## src/rtl/xor_compl_pkg.sv

```systemverilog
`default_nettype none
// ============================================================================
//  Module      : xor_compl_pkg
//  Description : Definitions shared by the XOR-complement blocks. Holds the
//                common data width, the word type and the recovery function
//                that inverts the upstream transform: d = (-q) ^ key.
//  Revision    : 1.0 - initial release
// ============================================================================
package xor_compl_pkg;

    localparam int WIDTH = 20;

    typedef logic [WIDTH-1:0] word_t;

    // Two's-complement negation of q, modulo 2^WIDTH, XORed with the key.
    function automatic word_t recover(input word_t q, input word_t key);
        return (~q + word_t'(1)) ^ key;
    endfunction

endpackage
`default_nettype wire

```

## src/rtl/xor_compl_fifo.sv

```systemverilog
`default_nettype none
// ============================================================================
//  Module      : xor_compl_fifo
//  Description : Circular-buffer FIFO with a registered first-word-fall-
//                through head. The head register keeps its last value while
//                the FIFO is empty, so the reader qualifies it with valid.
//  Ports       : clk, rst (async, active-low)
//                push/wdata  - write one word (caller guarantees room)
//                pop         - remove the head word (caller guarantees valid)
//                rdata/valid - head word and its qualifier
//                count/full  - occupancy, registered
//  Revision    : 1.0 - initial release
// ============================================================================
module xor_compl_fifo #(
    parameter int WIDTH = 20,
    parameter int DEPTH = 4,
    parameter int CW    = $clog2(DEPTH) + 1
) (
    input  logic             clk,
    input  logic             rst,
    input  logic             push,
    input  logic             pop,
    input  logic [WIDTH-1:0] wdata,
    output logic [WIDTH-1:0] rdata,
    output logic             valid,
    output logic [CW-1:0]    count,
    output logic             full
);

    localparam int AW = $clog2(DEPTH);
    localparam logic [CW-1:0] C_DEPTH = CW'(DEPTH);

    logic [WIDTH-1:0] r_mem [DEPTH];
    logic [AW-1:0]    r_wr_ptr;
    logic [AW-1:0]    r_rd_ptr;
    logic [CW-1:0]    r_count;
    logic [WIDTH-1:0] r_head;

    logic [AW-1:0]    w_rd_nxt;
    logic [CW-1:0]    w_count_nxt;
    logic [WIDTH-1:0] w_head_nxt;

    always_comb begin
        w_rd_nxt = pop ? r_rd_ptr + AW'(1) : r_rd_ptr;

        case ({push, pop})
            2'b10:   w_count_nxt = r_count + CW'(1);
            2'b01:   w_count_nxt = r_count - CW'(1);
            default: w_count_nxt = r_count;
        endcase

        // The head register is preloaded with whatever entry will sit at the
        // read pointer after this edge. If that slot is the one being written
        // right now (FIFO empty, or one entry leaving while one arrives), the
        // memory does not hold it yet, so bypass the write data.
        if (w_count_nxt == '0) begin
            w_head_nxt = r_head;
        end else if (push && (w_rd_nxt == r_wr_ptr)) begin
            w_head_nxt = wdata;
        end else begin
            w_head_nxt = r_mem[w_rd_nxt];
        end
    end

    always_ff @(posedge clk or negedge rst) begin
        if (!rst) begin
            r_wr_ptr <= '0;
            r_rd_ptr <= '0;
            r_count  <= '0;
            r_head   <= '0;
        end else begin
            if (push) begin
                r_wr_ptr <= r_wr_ptr + AW'(1);
            end
            r_rd_ptr <= w_rd_nxt;
            r_count  <= w_count_nxt;
            r_head   <= w_head_nxt;
        end
    end

    // Storage needs no reset: nothing is read from it until it has been
    // written, because the head register and count are cleared.
    always_ff @(posedge clk) begin
        if (push) begin
            r_mem[r_wr_ptr] <= wdata;
        end
    end

    assign rdata = r_head;
    assign valid = (r_count != '0);
    assign count = r_count;
    assign full  = (r_count == C_DEPTH);

endmodule
`default_nettype wire

```

## src/rtl/xor_compl_rx_buffer.sv

```systemverilog
`default_nettype none
// ============================================================================
//  Module      : xor_compl_rx_buffer
//  Description : Receive side of the XOR-complement block. Captures each
//                upstream result pulse, recovers the operand d = (-q) ^ key,
//                and queues recovered words for a valid/ready consumer.
//                Words arriving while the queue is full and not draining are
//                dropped and flagged in a sticky overflow bit.
//  Ports       : clk, rst (async, active-low)
//                q_in/v_q/key  - upstream result, strobe and recovery key
//                d_out/v_d     - recovered head word and its valid
//                rdy_d         - consumer ready
//                count/full    - FIFO occupancy
//                ovf/clr_ovf   - sticky drop flag and its synchronous clear
//  Revision    : 1.0 - initial release
// ============================================================================
module xor_compl_rx_buffer
    import xor_compl_pkg::*;
#(
    parameter int WIDTH = xor_compl_pkg::WIDTH,
    parameter int DEPTH = 4,
    parameter int CW    = $clog2(DEPTH) + 1
) (
    input  logic             clk,
    input  logic             rst,
    input  logic [WIDTH-1:0] q_in,
    input  logic             v_q,
    input  logic [WIDTH-1:0] key,
    output logic [WIDTH-1:0] d_out,
    output logic             v_d,
    input  logic             rdy_d,
    output logic [CW-1:0]    count,
    output logic             full,
    output logic             ovf,
    input  logic             clr_ovf
);

    logic [WIDTH-1:0] w_recovered;
    logic [WIDTH-1:0] r_s1_data;
    logic             r_s1_vld;
    logic             r_ovf;

    logic             w_pop;
    logic             w_push;
    logic             w_drop;

    // Use the shared recovery function whenever the width matches the
    // package word type; other widths fall back to the same expression.
    if (WIDTH == xor_compl_pkg::WIDTH) begin : g_pkg_recover
        assign w_recovered = recover(q_in, key);
    end else begin : g_generic_recover
        assign w_recovered = (~q_in + WIDTH'(1)) ^ key;
    end

    // Stage S1: one-word capture register, never stalls upstream.
    always_ff @(posedge clk or negedge rst) begin
        if (!rst) begin
            r_s1_vld  <= 1'b0;
            r_s1_data <= '0;
        end else begin
            r_s1_vld <= v_q;
            if (v_q) begin
                r_s1_data <= w_recovered;
            end
        end
    end

    // A full FIFO still accepts the S1 word when the head leaves on the
    // same edge, so only a stalled full FIFO drops.
    assign w_pop  = v_d && rdy_d;
    assign w_push = r_s1_vld && (!full || w_pop);
    assign w_drop = r_s1_vld && full && !w_pop;

    // Set has priority over clear so a drop on the clearing edge is kept.
    always_ff @(posedge clk or negedge rst) begin
        if (!rst) begin
            r_ovf <= 1'b0;
        end else if (w_drop) begin
            r_ovf <= 1'b1;
        end else if (clr_ovf) begin
            r_ovf <= 1'b0;
        end
    end

    assign ovf = r_ovf;

    xor_compl_fifo #(
        .WIDTH (WIDTH),
        .DEPTH (DEPTH),
        .CW    (CW)
    ) u_fifo (
        .clk   (clk),
        .rst   (rst),
        .push  (w_push),
        .pop   (w_pop),
        .wdata (r_s1_data),
        .rdata (d_out),
        .valid (v_d),
        .count (count),
        .full  (full)
    );

endmodule
`default_nettype wire

```

## config.mk

```make
export PLATFORM = sky130hd
export DESIGN_NAME = xor_compl_rx_buffer
export DESIGN_NICKNAME = d
export VERILOG_FILES = /design/src/rtl/xor_compl_pkg.sv /design/src/rtl/xor_compl_fifo.sv /design/src/rtl/xor_compl_rx_buffer.sv
export SDC_FILE = /design/constraint.sdc
export NUM_CORES = 1
export LEC_CHECK = 0
export BUFFER_PORTS_ARGS = -buffer_cell sky130_fd_sc_hd__buf_2
export CORE_UTILIZATION = 58
export DETAILED_ROUTE_END_ITERATION = 8
export PLACE_DENSITY_LB_ADDON = 0.25
export SLEW_MARGIN = 20
export SYNTH_ARGS = -nofsm -noshare
export SYNTH_HDL_FRONTEND = slang
export SYNTH_SLANG_ARGS = --single-unit
```

## constraint.sdc

```tcl
create_clock -name clk -period 2.65 [get_ports clk]
set_input_delay 0.3975 -clock clk [delete_from_list [all_inputs] [get_ports clk]]
set_output_delay 0.3975 -clock clk [all_outputs]
set_load 0.02 [all_outputs]
```

==> results.yml <==
grt:
  grt_max_degree: 82
  grt_pass1_vias: 4463
  antenna_found_initial: 0
  grt.total_usage_pct: 25.8
  grt_overflow: 0
  grt_pass1_wl_microns: 21700
synth:
  synth_nets: 581
  synth_common_cells: "80 x edfxtp_1, 63 x a21oi_1, 49 x dfrtp_1"
  async_flop_share_pct: 38.0
  syn_inst: 530
  synth.top_cell.area_share_pct: 38.8
  seq_area_frac_synth_pct: 58.5
  yosys.cell_count.top_type: "edfxtp_1"
  ys_seq_elements: 129
  yosysTopAreaCell: "edfxtp_1"
  ys_warn_count: 0
  synth_edf_count: 80
  syn_avg_cell_area_sq_um: 11.7
  synthFlopType: "edfxtp_1"
  synth_area_leaders: "edfxtp_1 39%, dfrtp_1 20%, mux2i_1 6.6%"
  synthDistinctLibCells: 42
  synthesis.area_sq_um: 6200
setup_path:
  rrSetupSlack_ns: 0.24
  cp.required_ns: 3.09
  path_cells: "o31a_1, nand2b_1, fa_1, nor2b_1, o32a_1, o21ai_1, buf_12, a21oi_1, a21oi_1"
  r2r_cells: 9
  slowest_stage: "dfrtp_1"
  worstReg2RegStart: "u_fifo.count[0]"
  cpPeakStageDelay_ns: 0.48
  critical_path.endpoint_type: "flop"
  crit_type: "reg2reg"
  crit_top_cell: "a21oi_1"
  critical_path_arrival_ns: 2.84
  crit_fanout: 20
  crit_path_start_kind: "flop"
  r2r_end: "u_fifo.rdata[13]"
floorplan:
  die_h_microns: 105
  die_area_sq_um: 11100
  initial_utilization_pct: 60.0
  pin_count: 71
  rows: 37
  coreArea_sq_um: 10300
  fp.dieW_microns: 105
clock_tree:
  clk_latency_ns: 0.52
  cts_max_path_buffers: 2
  cts_resized: 0
  cts-root-buf: "clkbuf_8"
  clock_sinks: 129
  cts_made_buffers: 17
  htree_num_levels: 4
  cts_tree: "done"
  clk_pin_slew_ns: 0.06
min_path:
  hold_depth: 2
  whs_endpoint: "ovf"
  hold_start: "clr_ovf"
  min_path_type: "in2reg"
finish:
  diodes: 0
  layout.nets: 658
  drive_gt1_share_pct: 20.8
  area_growth_pct: 17.9
  final_util_pct: 70.8
  final_area_sq_um: 7310
status:
  status: "complete, no violations"
sta:
  fmax_ghz: 0.416
  rsz0062_at_grt: "false"
  min_period_over_period_pct: 90.8
  timing.slew.headroom_pct: 52.2
  worst_pin_slew_ns: 0.716
  finalSetupViolations: 0
  period_minus_slack_ns: 2.41
  finalHoldViolCount: 0
  clock_skew_ns: 0.00789
  tns_ns: 0
  slew_viol_final: 0
placed_design:
  placed_cell_area_sq_um: 6760
  place.gp.congestion: 0.824
  hpwl_microns: 8450
  io_buffer_count: 70
drt:
  dr.pass1.iters: 5
  drc: 0
  via_count: 4499
  detail_route.wl_per_cell_microns: 17.5
  wl_microns: 13200
  vias_per_cell: 5.95
  ant_nets: 0
  drt_iter0_drc: 343
power:
  p_leak_uw: 0.00281
  vdd.ir_drop.worst_mv: 0.566
  finalPower_uw: 8350
  p_per_area_nw_per_um2: 1140
run:
  max_cap_violations: 0
## worst max path at each step
| stage | start | endpoint | cells past startpoint |
|---|---|---|---|
| 3_3_place_gp | rdy_d | u_fifo.rdata[9] | 10 |
| 2_1_floorplan | u_fifo.count[0] | u_fifo.rdata[0] | 9 |
| 6_report | u_fifo.count[0] | u_fifo.rdata[13] | 9 |
| 4_1_cts | u_fifo.count[0] | u_fifo.rdata[13] | 9 |
| 5_1_grt | u_fifo.count[0] | u_fifo.rdata[13] | 9 |
| 3_5_place_dp | rdy_d | u_fifo.rdata[6] | 10 |
## logic make-up (layout without fill, tap and decap cells)
logic type,after synthesis,after routing,synth area share [%]
xor+xnor,43,43,6.08
simple gates,157,157,13.5
flops,129,129,58.5
fa+ha+maj,6,6,1.33
mux,41,41,6.62
buf+inv,40,130,2.60
compound gates,114,114,11.3
## where the power goes
part	switching, uW	leakage [uW]	internal, uW
logic	1950	0.00127	1220
registers	361	0.00128	2730
clock network	770	0.000263	1310
## worst max-delay path, delay by kind of cell, from the launching register on
kind / cells / cell delay (ns)
adders and majority gates: 1 / 0.44
DFF: 1 / 0.48
AOI/OAI and AO/OA: 5 / 0.95
and+or+nand+nor: 2 / 0.26
buffers and inverters: 1 / 0.20
## layout make-up
type | instances | area (sq um)
sequential | 129 | 3630
fill | 710 | 3020
multi-input combinational | 361 | 2410
timing repair buffer | 91 | 536
clock buffer | 26 | 478
tap | 136 | 170
clock inverter | 6 | 57.6
inverter | 7 | 26.3
## state kept, by name, summed over array words and instances, names as in the netlist
| signal | cells |
|---|---|
| u_fifo.r_mem | 80 |
| u_fifo.rdata | 20 |
| r_s1_data | 20 |
| u_fifo.r_rd_ptr | 2 |
| u_fifo.r_wr_ptr | 2 |
| r_s1_vld | 1 |
| ovf | 1 |
| u_fifo.count | 3 |
## placed cells by master (no fill, tap or decap), types with 2 or more instances in the layout
cell type  netlist  layout
xnor2_1         36      36
nor4_4           2       2
a31oi_1         21      21
mux2i_1         41      41
clkbuf_1        23       6
clkbuf_16        0      16
o21ai_0          4       3
edfxtp_1        80      80
and2_1           4       4
clkbuf_8         0       4
or3_1            2       2
nor3_2           3       3
buf_2            9      70
nor3_1           5       5
buf_12           0       2
nand2_1         26      26
nand2b_1         3       3
clkinv_2         0       4
nor2b_1         24      24
or3_4            2       2
nor4_1           3       3
a2111oi_0       20      20
dfrtp_1         49      48
buf_4            0      18
nand3_1         25      25
inv_1            7       7
ha_1             5       5
xor2_1           7       7
nand4b_1         2       2
a21oi_1         63      63
nor2_1          48      48
## repair_timing
item / in CTS / in global routing
hold endpoints to repair: 15 / 0
buffers inserted: 0 / 0
hold buffers: 1 / 0
## layer usage
metal | GRT usage [%] | share of wire [%]
met2 | 42.2 | 49
met1 | 33.1 | 42
met3 | 6.00 | 6.8
met5 | 0 | 0
met4 | 11.4 | 1.6
## stage by stage
stage / hold slack [ns] / cells / setup WS (ns)
after floorplan: 0.102 / 530 / 0.133
after global placement: 0.370 / 723 / 0.340
after detailed placement: 0.362 / 723 / 0.229
after CTS: 0.0666 / 756 / 0.246
after global routing: 0.0882 / 756 / 0.0869
final: 0.0802 / 756 / 0.244
(Power assumes the default switching activity.)
